--- config.mk ---
export PLATFORM = sky130hd
export DESIGN_NAME = muldiv_unit
export DESIGN_NICKNAME = d
export VERILOG_FILES = /design/src/rtl/muldiv_unit.sv
export SDC_FILE = /design/constraint.sdc
export NUM_CORES = 1
export LEC_CHECK = 0
export ABC_AREA = 1
export CAP_MARGIN = 5
export CORE_MARGIN = 2
export CORE_UTILIZATION = 50
export CTS_CLUSTER_SIZE = 25
export DETAILED_ROUTE_END_ITERATION = 8
export PLACE_DENSITY = 0.69
export SLEW_MARGIN = 20
export SYNTH_ARGS = -nofsm -noshare
export SYNTH_HDL_FRONTEND = slang
export SYNTH_SLANG_ARGS = --single-unit
--- constraint.sdc ---
create_clock -name clk -period 3 [get_ports clk]
set_clock_uncertainty 0.15 [all_clocks]
set_input_delay 0.45 -clock clk [delete_from_list [all_inputs] [get_ports clk]]
set_output_delay 0.45 -clock clk [all_outputs]
set_load 0.01 [all_outputs]
--- src/rtl/muldiv_unit.sv ---
// rtl/muldiv_unit.sv - iterative RV32M multiply/divide unit beside Execute
// Optional result reuse cache enabled by defining MULDIV_RESULT_REUSE_EN.
module muldiv_unit #(
  parameter int XLEN           = 32,
  parameter int BITS_PER_CYCLE = 1,
  parameter int RD_W           = 5
) (
  input  logic            clk,
  input  logic            asrst_n,
  input  logic            flush,
  input  logic            req_vld,
  output logic            req_rdy,
  input  logic [2:0]      req_op,
  input  logic [XLEN-1:0] req_rs1,
  input  logic [XLEN-1:0] req_rs2,
  input  logic [RD_W-1:0] req_rd,
  output logic            resp_vld,
  output logic [RD_W-1:0] resp_rd,
  output logic [XLEN-1:0] resp_data,
  output logic            busy
);

  localparam int N     = XLEN / BITS_PER_CYCLE;
  localparam int CNT_W = $clog2(N) + 1;

  localparam logic [1:0] S_IDLE = 2'd0;
  localparam logic [1:0] S_CALC = 2'd1;
  localparam logic [1:0] S_FIX  = 2'd2;
  localparam logic [1:0] S_DONE = 2'd3;

  localparam logic [XLEN-1:0] ONES = '1;
  localparam logic [XLEN-1:0] MIN  = {1'b1, {(XLEN-1){1'b0}}};

  logic [1:0]      state_q, state_d;
  logic [CNT_W-1:0] cnt_q, cnt_d;
  logic [2:0]      op_q, op_d;
  logic [RD_W-1:0] rd_q, rd_d;
  logic [XLEN-1:0] hi_q, hi_d, lo_q, lo_d, dvs_q, dvs_d, result_q, result_d;
  logic            neg_q, neg_d, rneg_q, rneg_d;

  logic            accept, a_sgn, b_sgn, a_neg, b_neg, div_zero, div_ovf;
  logic [XLEN-1:0] a_mag, b_mag, fast_res;
  logic [XLEN-1:0] step_hi, step_lo, quo_fix, rem_fix, fix_hi, fix_lo;
  logic [XLEN:0]   sum, shf, diff;
  logic [2*XLEN-1:0] prod, prod_fix;

  // Result select: MUL takes the low half, MULH* the high half; REM* takes remainder.
  function automatic logic [XLEN-1:0] pick(input logic [2:0] op,
                                           input logic [XLEN-1:0] hi,
                                           input logic [XLEN-1:0] lo);
    if (op[2]) return op[1] ? hi : lo;
    return (op[1:0] == 2'b00) ? lo : hi;
  endfunction

`ifdef MULDIV_RESULT_REUSE_EN
  logic            c_vld_q, c_vld_d, hit;
  logic [2:0]      c_op_q, c_op_d;
  logic [XLEN-1:0] c_rs1_q, c_rs1_d, c_rs2_q, c_rs2_d, c_hi_q, c_hi_d, c_lo_q, c_lo_d;

  assign hit = c_vld_q && (req_rs1 == c_rs1_q) && (req_rs2 == c_rs2_q) &&
               (req_op[2] ? (c_op_q[2] && (c_op_q[0] == req_op[0]))
                          : (!c_op_q[2] && ((c_op_q[1:0] == req_op[1:0]) || (req_op[1:0] == 2'b00))));
`endif

  assign req_rdy   = (state_q == S_IDLE);
  assign busy      = (state_q != S_IDLE);
  assign resp_vld  = (state_q == S_DONE) && !flush;
  assign resp_rd   = rd_q;
  assign resp_data = result_q;
  assign accept    = req_vld && req_rdy && !flush;

  always_comb begin
    a_sgn    = req_op[2] ? ~req_op[0] : ((req_op[1:0] == 2'b01) || (req_op[1:0] == 2'b10));
    b_sgn    = req_op[2] ? ~req_op[0] : (req_op[1:0] == 2'b01);
    a_neg    = a_sgn & req_rs1[XLEN-1];
    b_neg    = b_sgn & req_rs2[XLEN-1];
    a_mag    = a_neg ? -req_rs1 : req_rs1;
    b_mag    = b_neg ? -req_rs2 : req_rs2;
    div_zero = req_op[2] && (req_rs2 == '0);
    div_ovf  = req_op[2] && !req_op[0] && (req_rs1 == MIN) && (req_rs2 == ONES);
    fast_res = div_zero ? (req_op[1] ? req_rs1 : ONES) : (req_op[1] ? '0 : req_rs1);
  end

  // hi/lo hold {partial product, multiplier} for mul and {remainder, quotient} for div.
  always_comb begin
    step_hi = hi_q;
    step_lo = lo_q;
    sum     = '0;
    shf     = '0;
    diff    = '0;
    for (int i = 0; i < BITS_PER_CYCLE; i++) begin
      if (op_q[2]) begin
        shf  = {step_hi, step_lo[XLEN-1]};
        diff = shf - {1'b0, dvs_q};
        if (!diff[XLEN]) begin
          step_hi = diff[XLEN-1:0];
          step_lo = {step_lo[XLEN-2:0], 1'b1};
        end else begin
          step_hi = shf[XLEN-1:0];
          step_lo = {step_lo[XLEN-2:0], 1'b0};
        end
      end else begin
        sum     = {1'b0, step_hi} + (step_lo[0] ? {1'b0, dvs_q} : '0);
        step_lo = {sum[0], step_lo[XLEN-1:1]};
        step_hi = sum[XLEN:1];
      end
    end
  end

  always_comb begin
    prod     = {hi_q, lo_q};
    prod_fix = neg_q ? -prod : prod;
    quo_fix  = neg_q ? -lo_q : lo_q;
    rem_fix  = rneg_q ? -hi_q : hi_q;
    fix_hi   = op_q[2] ? rem_fix : prod_fix[2*XLEN-1:XLEN];
    fix_lo   = op_q[2] ? quo_fix : prod_fix[XLEN-1:0];
  end

  always_comb begin
    state_d  = state_q;
    cnt_d    = cnt_q;
    op_d     = op_q;
    rd_d     = rd_q;
    hi_d     = hi_q;
    lo_d     = lo_q;
    dvs_d    = dvs_q;
    neg_d    = neg_q;
    rneg_d   = rneg_q;
    result_d = result_q;
`ifdef MULDIV_RESULT_REUSE_EN
    c_vld_d  = c_vld_q;
    c_op_d   = c_op_q;
    c_rs1_d  = c_rs1_q;
    c_rs2_d  = c_rs2_q;
    c_hi_d   = c_hi_q;
    c_lo_d   = c_lo_q;
`endif
    case (state_q)
      S_IDLE: begin
        if (accept) begin
          op_d = req_op;
          rd_d = req_rd;
          if (div_zero || div_ovf) begin
            result_d = fast_res;
            state_d  = S_DONE;
`ifdef MULDIV_RESULT_REUSE_EN
          end else if (hit) begin
            result_d = pick(req_op, c_hi_q, c_lo_q);
            state_d  = S_DONE;
`endif
          end else begin
            state_d = S_CALC;
            cnt_d   = CNT_W'(N - 1);
            hi_d    = '0;
            lo_d    = a_mag;
            dvs_d   = b_mag;
            neg_d   = a_neg ^ b_neg;
            rneg_d  = a_neg;
`ifdef MULDIV_RESULT_REUSE_EN
            c_vld_d = 1'b0;
            c_op_d  = req_op;
            c_rs1_d = req_rs1;
            c_rs2_d = req_rs2;
`endif
          end
        end
      end
      S_CALC: begin
        hi_d = step_hi;
        lo_d = step_lo;
        if (cnt_q == '0) state_d = S_FIX;
        else             cnt_d   = cnt_q - CNT_W'(1);
      end
      S_FIX: begin
        result_d = pick(op_q, fix_hi, fix_lo);
        state_d  = S_DONE;
`ifdef MULDIV_RESULT_REUSE_EN
        c_vld_d  = 1'b1;
        c_hi_d   = fix_hi;
        c_lo_d   = fix_lo;
`endif
      end
      default: state_d = S_IDLE;
    endcase
    if (flush) begin
      state_d = S_IDLE;
`ifdef MULDIV_RESULT_REUSE_EN
      c_vld_d = 1'b0;
`endif
    end
  end

  always_ff @(posedge clk or negedge asrst_n) begin
    if (!asrst_n) begin
      state_q  <= S_IDLE;
      cnt_q    <= '0;
      op_q     <= '0;
      rd_q     <= '0;
      hi_q     <= '0;
      lo_q     <= '0;
      dvs_q    <= '0;
      neg_q    <= 1'b0;
      rneg_q   <= 1'b0;
      result_q <= '0;
`ifdef MULDIV_RESULT_REUSE_EN
      c_vld_q  <= 1'b0;
      c_op_q   <= '0;
      c_rs1_q  <= '0;
      c_rs2_q  <= '0;
      c_hi_q   <= '0;
      c_lo_q   <= '0;
`endif
    end else begin
      state_q  <= state_d;
      cnt_q    <= cnt_d;
      op_q     <= op_d;
      rd_q     <= rd_d;
      hi_q     <= hi_d;
      lo_q     <= lo_d;
      dvs_q    <= dvs_d;
      neg_q    <= neg_d;
      rneg_q   <= rneg_d;
      result_q <= result_d;
`ifdef MULDIV_RESULT_REUSE_EN
      c_vld_q  <= c_vld_d;
      c_op_q   <= c_op_d;
      c_rs1_q  <= c_rs1_d;
      c_rs2_q  <= c_rs2_d;
      c_hi_q   <= c_hi_d;
      c_lo_q   <= c_lo_d;
`endif
    end
  end

endmodule
Word-level counts from Yosys, hierarchy flattened
Index checks and enable logic that the tools add are counted.
W data, S select, Z words.
{"block": "word_totals", "regBits": 146, "in_bits": 76, "out_inout_bits": 40, "word_cells": 101}
{"block": "op_classes", "addsub": 8, "n_eq_ne": 13, "mux": 41, "bitwise_logic": 5, "n_reduce_logical": 24}
{"cell": "$mux W32", "count": 23}
{"cell": "$pmux W32 S2", "count": 3}
{"cell": "$neg A32 Y32", "count": 4}
{"cell": "$eq A32 B32 Y1 const B", "count": 2}
{"cell": "$mux W64", "count": 1}
{"cell": "$neg A64 Y64", "count": 1}
{"cell": "$add A32 B32 Y33", "count": 1}
{"cell": "$sub A33 B32 Y33", "count": 1}
{"cell": "$logic_not A32 Y1", "count": 1}
{"cell": "$mux W6", "count": 3}
{"cell": "$pmux W6 S2", "count": 1}
{"cell": "$reduce_and A3 Y1", "count": 3}
{"cell": "$mux W2", "count": 4}
{"cell": "$logic_and A1 B1 Y1", "count": 7}
{"cell": "$eq A2 B2 Y1 const B", "count": 3}
{"cell": "$logic_not A6 Y1", "count": 1}
{"cell": "$pmux W2 S3", "count": 1}
{"cell": "$reduce_bool A2 Y1", "count": 3}
{"cell": "$sub A6 B1 Y6 const B", "count": 1}
{"cell": "$mux W1", "count": 5}
{"cell": "$eq A2 B1 Y1 const B", "count": 2}
{"cell": "$logic_not A2 Y1", "count": 2}
{"cell": "$ne A2 B1 Y1 const B", "count": 2}
{"cell": "$ne A2 B2 Y1 const B", "count": 2}
{"cell": "9 further kinds", "count": 14}

Depth between registers and ports, before layout
{"block": "depth", "ltp_word": 9, "depth_mapped": 21, "mapped_depth_nobuf": 19}

Worst setup path after synthesis
No wires, ideal clock.
{"block": "synth_timing", "path_type": "flip-flop to flip-flop", "startpoint": "register lo_q[0]", "endpoint": "register hi_q[29]", "setup_time_ps": 116, "arrival_time_ps": 2330, "required_ps": 2734, "slack_ps": 404, "stages_incl_launch_ff": 22, "path_buffers": 2, "period_less_slack_ps": 2596, "path_cell_list": "dfrtp_1 buf_6 clkbuf_1 nand2_1 inv_1 ha_1 inv_1 fa_1 inv_1 nand3_1 nand2_1 nand2_1 nand2_1 nand3_1 nand2_1 nand2_1 nand3_1 nand2_1 nor2_1 nor2_1 nand2_1 nand2_1"}
{"block": "synth_between", "elab_chain_cells": 4}
{"element": "start, declared", "line": "38", "rtl": "logic [XLEN-1:0] hi_q, hi_d, lo_q, lo_d, dvs_q, dvs_d, result_q, result_d;"}
{"element": "start signal, assigned", "line": "219", "rtl": "lo_q <= lo_d;"}
{"element": "$mux W32", "line": "103", "rtl": "sum = {1'b0, step_hi} + (step_lo[0] ? {1'b0, dvs_q} : '0);"}
{"element": "$add A32 B32 Y33", "line": "103"}
{"element": "$mux W32", "line": "92", "rtl": "if (op_q[2]) begin"}
{"element": "$pmux W32 S2", "line": "138", "rtl": "case (state_q)"}
{"element": "end signal, assigned", "line": "218", "rtl": "hi_q <= hi_d;"}
{"element": "end, declared", "line": "38"}
No other way between the ends.
A chain may end at the register's enable or synchronous reset.

Worst setup path in the final report
{"block": "layout_timing", "startpoint": "register lo_q[30]", "endpoint": "register result_q[7], in the netlist resp_data[7]"}
{"block": "layout_between", "elab_chain_cells": 7, "elab_cells_between_ends": 8, "cone_classes": "add/sub (1); mux (7)"}
{"element": "$neg A64 Y64 *", "line": "112", "rtl": "prod_fix = neg_q ? -prod : prod;"}
{"element": "$mux W64 *", "line": "112"}
{"element": "$mux W32 *", "line": "115", "rtl": "fix_hi = op_q[2] ? rem_fix : prod_fix[2*XLEN-1:XLEN];"}
{"element": "$mux W32 (2 in a row)", "line": "51", "rtl": "if (op[2]) return op[1] ? hi : lo;"}
{"element": "$mux W32 *", "line": "52", "rtl": "return (op[1:0] == 2'b00) ? lo : hi;"}
{"element": "$pmux W32 S2 *", "line": "138"}
{"element": "end signal, assigned", "line": "223", "rtl": "result_q <= result_d;"}
{"element": "end, declared", "line": "38"}
Mark *: on every way between the ends. The rest lies on a longest branch, timed or not. The select of a mux whose other input is x is not followed.

==> flow_metrics.tcl <==
set metrics [dict create \
    outcome "finished clean" \
    fp.dieH_um 188 \
    clk_pin_slew_ns 0.08 \
    asyncSetResetFlopFracSynth 1.00 \
    drv_slew 0 \
    grt_max_degree 70 \
    clock-sinks 146 \
    r2r-end "resp_data[7]" \
    syn-num-nets 3096 \
    crit_path_start_kind "register" \
    min_to "resp_data[14]" \
    io_buffers 115 \
    synth_top_cell_area_share 0.217 \
    synth_edf_count 0 \
    antenna_found_initial 4 \
    use_met2 0.557 \
    synth_area_mm2 0.0169 \
    core_area_mm2 0.0334 \
    power_density_mw_per_mm2 1070 \
    wl_um 73300 \
    wl_per_cell_um 20.2 \
    root_buffer "clkbuf_16" \
    combPwrFrac 0.724 \
    overflow 0 \
    clk_latency_ns 0.47 \
    hold_path_class "reg -> reg" \
    seqPwrFrac 0.170 \
    ys_types 48 \
    place_area_mm2 0.0196 \
    reg2reg_slack_ns 0.07 \
    diodes 0 \
    cts_buffers 17 \
    grt_pass1_wl_um 110000 \
    path_max_fanout 5 \
    gp_congestion 1.11 \
    p_sw_mw 12.4 \
    cp.required_ns 3.19 \
    htree_levels 4 \
    peakVddDrop_mv 0.727 \
    synthFlopType "dfrtp_1" \
    rows 67 \
    ios 116 \
    syn_avg_cell_area_um2 5.73 \
    synth_xor_area_frac 0.0307 \
    hpwl_um 59600 \
    dieArea_mm2 0.0352 \
    syn_to_final_growth_pct 20.5 \
    ys_seq_area_frac 0.217 \
    r2r_start "lo_q[30]" \
    layout_common_cells "911 x nand2_1, 371 x inv_1, 320 x nor2_1, 268 x nand3_1, 221 x o21ai_0" \
    clockBufferDepth 2 \
    worstSetupPathType "reg -> reg" \
    post-route-drc-count 0 \
    final_area_mm2 0.0203 \
    drt_iter0_drc 2788 \
    crit_path_end_kind "register" \
    worst_hold_startpoint "resp_data[14]" \
    drive_above_1_share 0.0954 \
    maxCapViolations 0 \
    internal-power_mw 9.34 \
    fmax_mhz 342 \
    synthSimpleGateAreaFrac 0.425 \
    yosysWarnings 0 \
    via_per_inst 5.82 \
    cts_tree "done" \
    finalNetCount 3328 \
    synth_top_family_by_area "simple AND/OR/NAND/NOR gates" \
    rsz0062_at_grt "false" \
    yosys.area_share.adder 0.0595 \
    start_util 0.505 \
    die_width_um 188 \
    final_common_cell "nand2_1" \
    min_period_ns 2.93 \
    p_clk_frac 0.105 \
    synthMuxAreaShare 0 \
    drt-pass1-iter-count 6 \
    synth_top_cells_by_area "dfrtp_1 22%, nand2_1 20%, inv_1 8.3%" \
    swShare 0.571 \
    place_ws_ns -0.278 \
    finalCritPeriodShare 0.976 \
    relSlewSlack 0.367 \
    worst-slew-pin-transition_ns 0.940 \
    gr-max-usage-layer "met1" \
    whs_path_depth 2 \
    synth-seq-cells 146 \
    use_met3 0.148 \
    setup_viol 0 \
    synth_top_cell_by_area "dfrtp_1" \
    synth_cells 2941 \
    vias 21200 \
    r2r_cells 12 \
    grtUsageTotal 0.409 \
    synth_compound_area_frac 0.152 \
    first_global_vias 19000 \
    postRouteAntennaNets 0 \
    hold_violations 0 \
    use_met1 0.592 \
    cp.arrival_ns 3.12 \
    leakagePower_nw 10.4 \
    worst_slack_ns 0.0728 \
]
through the flow:
stage               std cells  utilization  hold WS, ns  power [mW]  setup TNS (ns)
global route             3634        0.609        0.354        23.2               0
floorplan                2941            -      0.00441        13.0               0
finish                   3634        0.609        0.333        21.7               0
global placement         3597        0.586        0.314        18.3          -0.589
CTS                      3630        0.605        0.334        20.8               0
detailed placement       3597        0.586        0.314        18.4           -3.60
power by group through the flow:
stage,clock (mW),combinational (mW),sequential (mW)
2_1_floorplan,0,9.50,3.54
3_3_place_gp,0,14.6,3.66
3_5_place_dp,0,14.8,3.68
4_1_cts,2.29,14.9,3.65
5_1_grt,2.36,17.1,3.77
6_report,2.29,15.8,3.70
critical path, cell delays in order, from the launching register on:
cell	delay (ns)
dfrtp_1	0.43
inv_1	0.22
nand2_1	0.08
nor3_1	0.40
nand3_1	0.16
nor2_2	0.32
nand2_1	0.11
nand2_1	0.14
nand2_1	0.19
nand2_1	0.12
nand2_1	0.05
o21ai_0	0.32
a21oi_1	0.11
registers in the layout, summed over array words and instances, names as in the netlist:
| register | count |
|---|---|
| cnt_q | 6 |
| lo_q | 32 |
| resp_rd | 5 |
| hi_q | 32 |
| dvs_q | 32 |
| rneg_q | 1 |
| state_q | 2 |
| resp_data | 32 |
| neg_q | 1 |
| op_q | 3 |
cell usage after synthesis, types with 2 or more instances:
library cell	n
nand2_1	918
inv_1	371
nor2_1	324
nand3_1	269
o21ai_0	225
a21oi_1	179
dfrtp_1	146
ha_1	77
nand4_1	50
clkbuf_1	42
nor3_1	42
xor2_1	35
a31oi_1	27
o21ai_1	27
buf_2	25
xnor2_1	24
nor2_2	17
or2_2	14
buf_6	13
nand3b_1	13
and2_1	12
inv_2	9
o21bai_1	8
nand2_2	7
buf_1	6
o211ai_1	6
nand3_2	5
nor2_4	5
nor4_1	5
a21boi_0	4
a21o_1	4
and3_1	4
o21a_1	4
buf_4	3
clkinv_1	3
nand2_4	3
fa_1	2
o21ai_2	2
or2_1	2
worst max path at each step:
stage / slack, ns / cells after the start / end / start
2_1_floorplan: 0.40 / 21 / hi_q[29] / lo_q[0]
3_3_place_gp: -0.23 / 11 / dvs_q[24] / req_rs1[25]
3_5_place_dp: -0.28 / 11 / dvs_q[24] / req_rs1[25]
4_1_cts: 0.04 / 17 / hi_q[12] / lo_q[31]
5_1_grt: 0.002 / 18 / hi_q[7] / lo_q[31]
6_report: 0.07 / 12 / resp_data[7] / lo_q[30]
cell type report:
type,count,area (um^2)
Multi-Input combinational cell,2321,11300
Fill cell,3353,13100
Inverter,383,1440
Tap cell,448,561
Sequential cell,146,3660
Timing Repair Buffer,304,2690
Clock buffer,17,425
Clock inverter,15,193
kinds of logic (layout without fill, tap and decap cells):
kind of cell    count (synthesis)  count (layout)
compound gates                490             490
xor+xnor                       59              59
fa+ha+maj                      79              79
buf+inv                       475             719
flops                         146             146
simple gates                 1692            1693
layer usage:
layer / vias to the layer above / routed length, um
met5: - / 32
met4: 6 / 2430
met3: 158 / 11100
met2: 1356 / 28400
met1: 9663 / 31400
li1: 9972 / -
what timing repair did:
action                                 in CTS  in global routing
buffers inserted                            0                  3
resized for setup                           0                 25
endpoints found under the hold margin      67                  0
setup endpoints to repair                   0                 36
hold buffers                                1                  0
No activity file was read; power rests on OpenSTA's default activity.
